File: config.mk
export PLATFORM = sky130hd
export DESIGN_NAME = pwm_sync_top
export DESIGN_NICKNAME = d
export VERILOG_FILES = /design/src/rtl/pwm_sync_top.sv
export SDC_FILE = /design/constraint.sdc
export NUM_CORES = 2
export LEC_CHECK = 0
export ABC_AREA = 0
export ABC_CLOCK_PERIOD_IN_PS = 4300
export BUFFER_PORTS_ARGS = -buffer_cell sky130_fd_sc_hd__buf_2
export CAP_MARGIN = 15
export CORE_MARGIN = 4
export CORE_UTILIZATION = 60
export DETAILED_ROUTE_END_ITERATION = 7
export PLACE_DENSITY = 0.76
export SLEW_MARGIN = 20
export SYNTH_ARGS = -nofsm -noshare
export SYNTH_HDL_FRONTEND = slang
export SYNTH_SLANG_ARGS = --single-unit
export TNS_END_PERCENT = 30
File: constraint.sdc
create_clock -name clk -period 4.3 [get_ports clk]
set_clock_uncertainty 0.15 [all_clocks]
set_input_delay 0.86 -clock clk [delete_from_list [all_inputs] [get_ports clk]]
set_output_delay 0.86 -clock clk [all_outputs]
set_load 0.05 [all_outputs]
File: src/rtl/pwm_sync_top.sv
// Multi-channel PWM generator configured by 5-word frames on the UDP user receive stream.
// Updates are double-buffered per channel and take effect on a period boundary.
//
// state  | meaning
// S_IDLE | waiting for W0 (channel index, polarity)
// S_W1   | waiting for W1 (period)
// S_W2   | waiting for W2 (high time)
// S_W3   | waiting for W3 (phase)
// S_W4   | waiting for W4 (enable, must carry tlast)
// S_DROP | discarding the remainder of an overlong frame
module pwm_sync_top #(
  parameter int PWM_NUM      = 8,
  parameter int ID_PWM_PARAM = 0,
  parameter int CNT_W        = 32
) (
  input  logic               clk,
  input  logic               rst,
  input  logic [31:0]        rx_axis_udp_tdata,
  input  logic               rx_axis_udp_tvalid,
  input  logic               rx_axis_udp_tlast,
  input  logic [7:0]         rx_axis_udp_tuser,
  output logic [PWM_NUM-1:0] pwm,
  output logic               cfg_done,
  output logic               cfg_err
);

  localparam logic [2:0] S_IDLE = 3'd0;
  localparam logic [2:0] S_W1   = 3'd1;
  localparam logic [2:0] S_W2   = 3'd2;
  localparam logic [2:0] S_W3   = 3'd3;
  localparam logic [2:0] S_W4   = 3'd4;
  localparam logic [2:0] S_DROP = 3'd5;

  localparam logic [7:0]       LP_ID  = 8'(ID_PWM_PARAM);
  localparam logic [8:0]       LP_NUM = 9'(PWM_NUM);
  localparam logic [CNT_W-1:0] LP_TWO = CNT_W'(2);

  logic [2:0]       r_state;
  logic             r_done;
  logic             r_err;
  logic [7:0]       r_f_ch;
  logic             r_f_pol;
  logic [CNT_W-1:0] r_f_period;
  logic [CNT_W-1:0] r_f_high;
  logic [CNT_W-1:0] r_f_phase;
  logic             r_f_en;

  logic             w_beat;
  logic             w_last;
  logic [CNT_W-1:0] w_word;
  logic             w_bad;

  assign w_beat = rx_axis_udp_tvalid && (rx_axis_udp_tuser == LP_ID);
  assign w_last = rx_axis_udp_tlast;
  assign w_word = rx_axis_udp_tdata[CNT_W-1:0];

  // Disable frames only need a valid channel index.
  assign w_bad = ({1'b0, r_f_ch} >= LP_NUM) ||
                 (rx_axis_udp_tdata[0] && ((r_f_period < LP_TWO) || (r_f_phase >= r_f_period)));

  always_ff @(posedge clk) begin
    if (rst) begin
      r_state    <= S_IDLE;
      r_done     <= 1'b0;
      r_err      <= 1'b0;
      r_f_ch     <= '0;
      r_f_pol    <= 1'b0;
      r_f_period <= '0;
      r_f_high   <= '0;
      r_f_phase  <= '0;
      r_f_en     <= 1'b0;
    end else begin
      r_done <= 1'b0;
      r_err  <= 1'b0;
      if (w_beat) begin
        case (r_state)
          S_IDLE: begin
            r_f_ch  <= rx_axis_udp_tdata[7:0];
            r_f_pol <= rx_axis_udp_tdata[8];
            if (w_last) r_err <= 1'b1;
            else        r_state <= S_W1;
          end
          S_W1: begin
            r_f_period <= w_word;
            if (w_last) begin
              r_err   <= 1'b1;
              r_state <= S_IDLE;
            end else begin
              r_state <= S_W2;
            end
          end
          S_W2: begin
            r_f_high <= w_word;
            if (w_last) begin
              r_err   <= 1'b1;
              r_state <= S_IDLE;
            end else begin
              r_state <= S_W3;
            end
          end
          S_W3: begin
            r_f_phase <= w_word;
            if (w_last) begin
              r_err   <= 1'b1;
              r_state <= S_IDLE;
            end else begin
              r_state <= S_W4;
            end
          end
          S_W4: begin
            if (!w_last) begin
              r_err   <= 1'b1;
              r_state <= S_DROP;
            end else begin
              r_state <= S_IDLE;
              if (w_bad) begin
                r_err <= 1'b1;
              end else begin
                r_done <= 1'b1;
                r_f_en <= rx_axis_udp_tdata[0];
              end
            end
          end
          S_DROP: begin
            if (w_last) r_state <= S_IDLE;
          end
          default: r_state <= S_IDLE;
        endcase
      end
    end
  end

  assign cfg_done = r_done;
  assign cfg_err  = r_err;

  // The captured frame fields stay stable for the cycle after r_done, when pending is loaded.
  for (genvar g = 0; g < PWM_NUM; g++) begin : g_ch
    logic             r_en;
    logic             r_pol;
    logic [CNT_W-1:0] r_per;
    logic [CNT_W-1:0] r_hi;
    logic [CNT_W-1:0] r_cnt;
    logic             r_pwm;
    logic             r_p_valid;
    logic             r_p_en;
    logic             r_p_pol;
    logic [CNT_W-1:0] r_p_per;
    logic [CNT_W-1:0] r_p_hi;
    logic [CNT_W-1:0] r_p_ph;

    logic             w_wr;
    logic [CNT_W-1:0] w_cnt_inc;
    logic             w_wrap;
    logic             w_apply;

    assign w_wr      = r_done && (r_f_ch == 8'(g));
    assign w_cnt_inc = r_cnt + 1'b1;
    assign w_wrap    = (w_cnt_inc == r_per);
    assign w_apply   = r_p_valid && (!r_en || !r_p_en || w_wrap);

    always_ff @(posedge clk) begin
      if (rst) begin
        r_en      <= 1'b0;
        r_pol     <= 1'b0;
        r_per     <= '0;
        r_hi      <= '0;
        r_cnt     <= '0;
        r_pwm     <= 1'b0;
        r_p_valid <= 1'b0;
        r_p_en    <= 1'b0;
        r_p_pol   <= 1'b0;
        r_p_per   <= '0;
        r_p_hi    <= '0;
        r_p_ph    <= '0;
      end else begin
        if (w_wr) begin
          r_p_valid <= 1'b1;
          r_p_en    <= r_f_en;
          r_p_pol   <= r_f_pol;
          r_p_per   <= r_f_period;
          r_p_hi    <= r_f_high;
          r_p_ph    <= r_f_phase;
        end else if (w_apply) begin
          r_p_valid <= 1'b0;
        end

        if (w_apply) begin
          r_en  <= r_p_en;
          r_pol <= r_p_pol;
          r_per <= r_p_per;
          r_hi  <= r_p_hi;
          // Phase only matters when starting from the disabled state.
          if (r_p_en && !r_en) r_cnt <= r_p_ph;
          else                 r_cnt <= '0;
        end else if (r_en) begin
          r_cnt <= w_wrap ? '0 : w_cnt_inc;
        end

        r_pwm <= (r_en && (r_cnt < r_hi)) ^ r_pol;
      end
    end

    assign pwm[g] = r_pwm;
  end

endmodule
==> qor.yml <==
drv_cap: 0
avgSynthCellArea_sq_um: 8.14
antenna_found_initial: 39
synth-seq-cells: 1695
rsz0062_at_grt: "yes"
yosysMostFrequentCell: "nand2_1"
clkLatencyLatePin_ps: 840
finalNonFillerCells: 11700
fin_nets: 10100
ir_worst_vdd_v: 0.000491
internal_power_w: 0.0251
criticalPathCategory: "flip-flop to flip-flop"
hold_class: "input port to flip-flop"
synthesis.area_sq_um: 80500
setup_viol: 0
seq_area_frac_synth_pct: 42.2
dp_hpwl_mm: 183
crit_top_cell: "nand4_1"
startpoint: "g_ch[5].r_cnt[1]"
die_y_um: 374
synth_flop_cell: "dfxtp_1"
min_period_ps: 4150
dieArea_sq_um: 140000
num_rows: 134
swShare_pct: 22.0
r2r_slack_ps: 150
numPortBuffers: 53
dp_cells: 11300
vias: 73300
cts_max_level: 4
first_global_vias: 67700
ys_warn_count: 0
synthTopCellsByCount: "nand2_1, dfxtp_1, a21oi_1, nor2_1, clkbuf_1"
clkPwrFrac_pct: 49.9
drc: 0
final_cell_area_sq_um: 89700
cts_tree: "done"
io_pins: 54
cp_max_fo: 14
postCtsSetupBuffers: 0
r2r-end: "g_ch[5].r_cnt[16]"
critical_path_buf_inv_count: 1
synth_area_leaders: "dfxtp_1, nand2_1, mux2i_1"
gp_congestion: 0.999
grt-ovfl-total: 0
path_cells: "ha_1 > and2_1 > nand4_1 > buf_4 > nor4_4 > xnor2_1 > a2111oi_0 > nand4_1 > o311ai_2 > or2_2 > o21ai_0 > a211o_1"
synth.distinct_cells: 95
comb_power_share_pct: 1.2
p_switching_w: 0.00707
grt_pass1_wl_mm: 423
worst_slew_pin_slew_ps: 1170
hold_violations: 0
pwr-share-seq_pct: 48.9
setup.worst_path.end_class: "flip-flop"
dr.pass1.iters: 7
fmax_mhz: 241
fin_crit_sh_pct: 96.6
async_flop_share_pct: 0
endpoint: "g_ch[5].r_cnt[16]"
crit_cells: 12
syn2layout_area_growth_pct: 11.5
cts_buffer_depth: 3
initial_core_util_pct: 60.4
status: "finished clean"
drt-wirelength-per-cell_um: 24.6
path_clk_slew_ps: 60
cp-start-kind: "flip-flop"
drt_wl_total_mm: 288
worstReg2RegStart: "g_ch[5].r_cnt[1]"
synth_top_area_share_pct: 42.2
cts_sinks: 1695
worstPathRequired_ps: 4870
ant_nets: 0
crit_slowest_cell: "a2111oi_0"
grt_max_degree: 187
synth_nets: 10200
rr_worst_depth: 12
dpl_cell_area_sq_um: 83400
holdBufCountCts: 0
grt_usage_pct: 39.5
slowest_delay_ps: 430
drt_iter0_drc: 9463
holdWs_ps: 129
relSlewSlack_pct: 21.9
synth-edff-count: 0
p_total_w: 0.0321
synth_top_cell_by_area: "dfxtp_1"
p_per_area_nw_per_um2: 358
root_buffer: "clkbuf_16"
netlist_instances: 9882
coreArea_sq_um: 133000
critical_path.top_delay_family: "simple AND/OR/NAND/NOR gates"
die_x_um: 374
power_leakage_nw: 33.5
vias_per_cell: 6.27
drv_slew: 0
arrival_ps: 4720
numCtsBuffers: 176
drive_above_1_share_pct: 8.58
-- sequential cells by signal, summed over array words and instances, names as in the netlist, 32 cells and up --
signal,count
g_ch.r_hi,256
g_ch.r_per,256
g_ch.r_p_ph,256
g_ch.r_cnt,256
r_f_phase,32
r_f_high,32
g_ch.r_p_hi,256
g_ch.r_p_per,256
r_f_period,32
-- cell usage in the layout (no fill, tap or decap), drive strengths merged, types with 80 or more instances in the layout --
master  count
inv       358
nand2    2057
nand4     162
a21oi    1061
clkbuf    241
xnor2     280
nor2b      80
ha        288
buf       427
nand3     155
nor3      120
nor2      785
o21ai     299
dfxtp    1695
xor2      154
mux2i     546
a21o       94
a22oi     178
-- worst min-delay path by stage --
| stage | to | slack (ps) | from | cells after the start |
|---|---|---|---|---|
| floorplan | g_ch[5].r_cnt[14] | 280 | g_ch[5].r_p_ph[14] | 1 |
| global placement | g_ch[0].r_p_ph[4] | 290 | g_ch[0].r_p_ph[4] | 2 |
| detailed placement | g_ch[5].r_p_ph[20] | 300 | g_ch[5].r_p_ph[20] | 2 |
| CTS | r_f_high[12] | 90 | rx_axis_udp_tdata[12] | 3 |
| global route | r_f_high[18] | 130 | rx_axis_udp_tdata[18] | 3 |
| finish | r_f_high[12] | 130 | rx_axis_udp_tdata[12] | 3 |
-- tightest hold or removal path: cells and delay by family --
kind	cells	cell delay, ps
buf+inv	1	120
simple gates	1	50
compound gates	1	50
-- power by group through the flow --
stage | Sequential (W) | Combinational (W) | Clock [W]
final | 0.0157 | 0.000388 | 0.0160
after detailed placement | 0.0161 | 0.000373 | 0
after floorplan | 0.0161 | 0.000239 | 0
after global routing | 0.0157 | 0.000407 | 0.0167
after global placement | 0.0161 | 0.000370 | 0
after CTS | 0.0157 | 0.000375 | 0.0161
-- metrics by stage --
stage          TNS, ps  utilization, %  worst slack, ps
2_1_floorplan        0               -              542
3_5_place_dp         0            62.6              216
4_1_cts              0            67.1              121
3_3_place_gp         0            62.6              236
6_report             0            67.3              147
5_1_grt           -119            67.2            -58.0
-- logic make-up after synthesis --
group	Yosys count	synth area share [%]
simple gates	3803	20.9
xor+xnor	450	5.18
compound gates	1980	14.7
fa+ha+maj	288	4.48
buf+inv	1111	5.70
flops	1695	42.2
mux	555	6.92
-- routing by layer --
| metal | routed length [um] | vias up | share of wire [%] | global-route usage (%) |
|---|---|---|---|---|
| li1 | - | 33400 | - | - |
| met1 | 116000 | 35100 | 40 | 53.4 |
| met2 | 119000 | 4002 | 41 | 56.0 |
| met3 | 36900 | 762 | 13 | 11.7 |
| met4 | 16100 | 32 | 5.6 | 22.2 |
| met5 | 307 | - | 0.11 | 0.549 |
-- what timing repair did --
action                                 CTS  global route
setup endpoints to repair                0           131
resized for setup                        0             6
endpoints found under the hold margin    0             0
-- final cells by class --
class | instances | area, sq um
multi-input combinational | 7076 | 42300
fill | 10900 | 43600
clock buffer | 241 | 5000
inverter | 348 | 1310
timing repair buffer | 427 | 3740
sequential | 1695 | 34000
antenna | 54 | 135
clock inverter | 77 | 1070
tap | 1768 | 2210
Note: power is estimated with default switching activity, not from simulation.
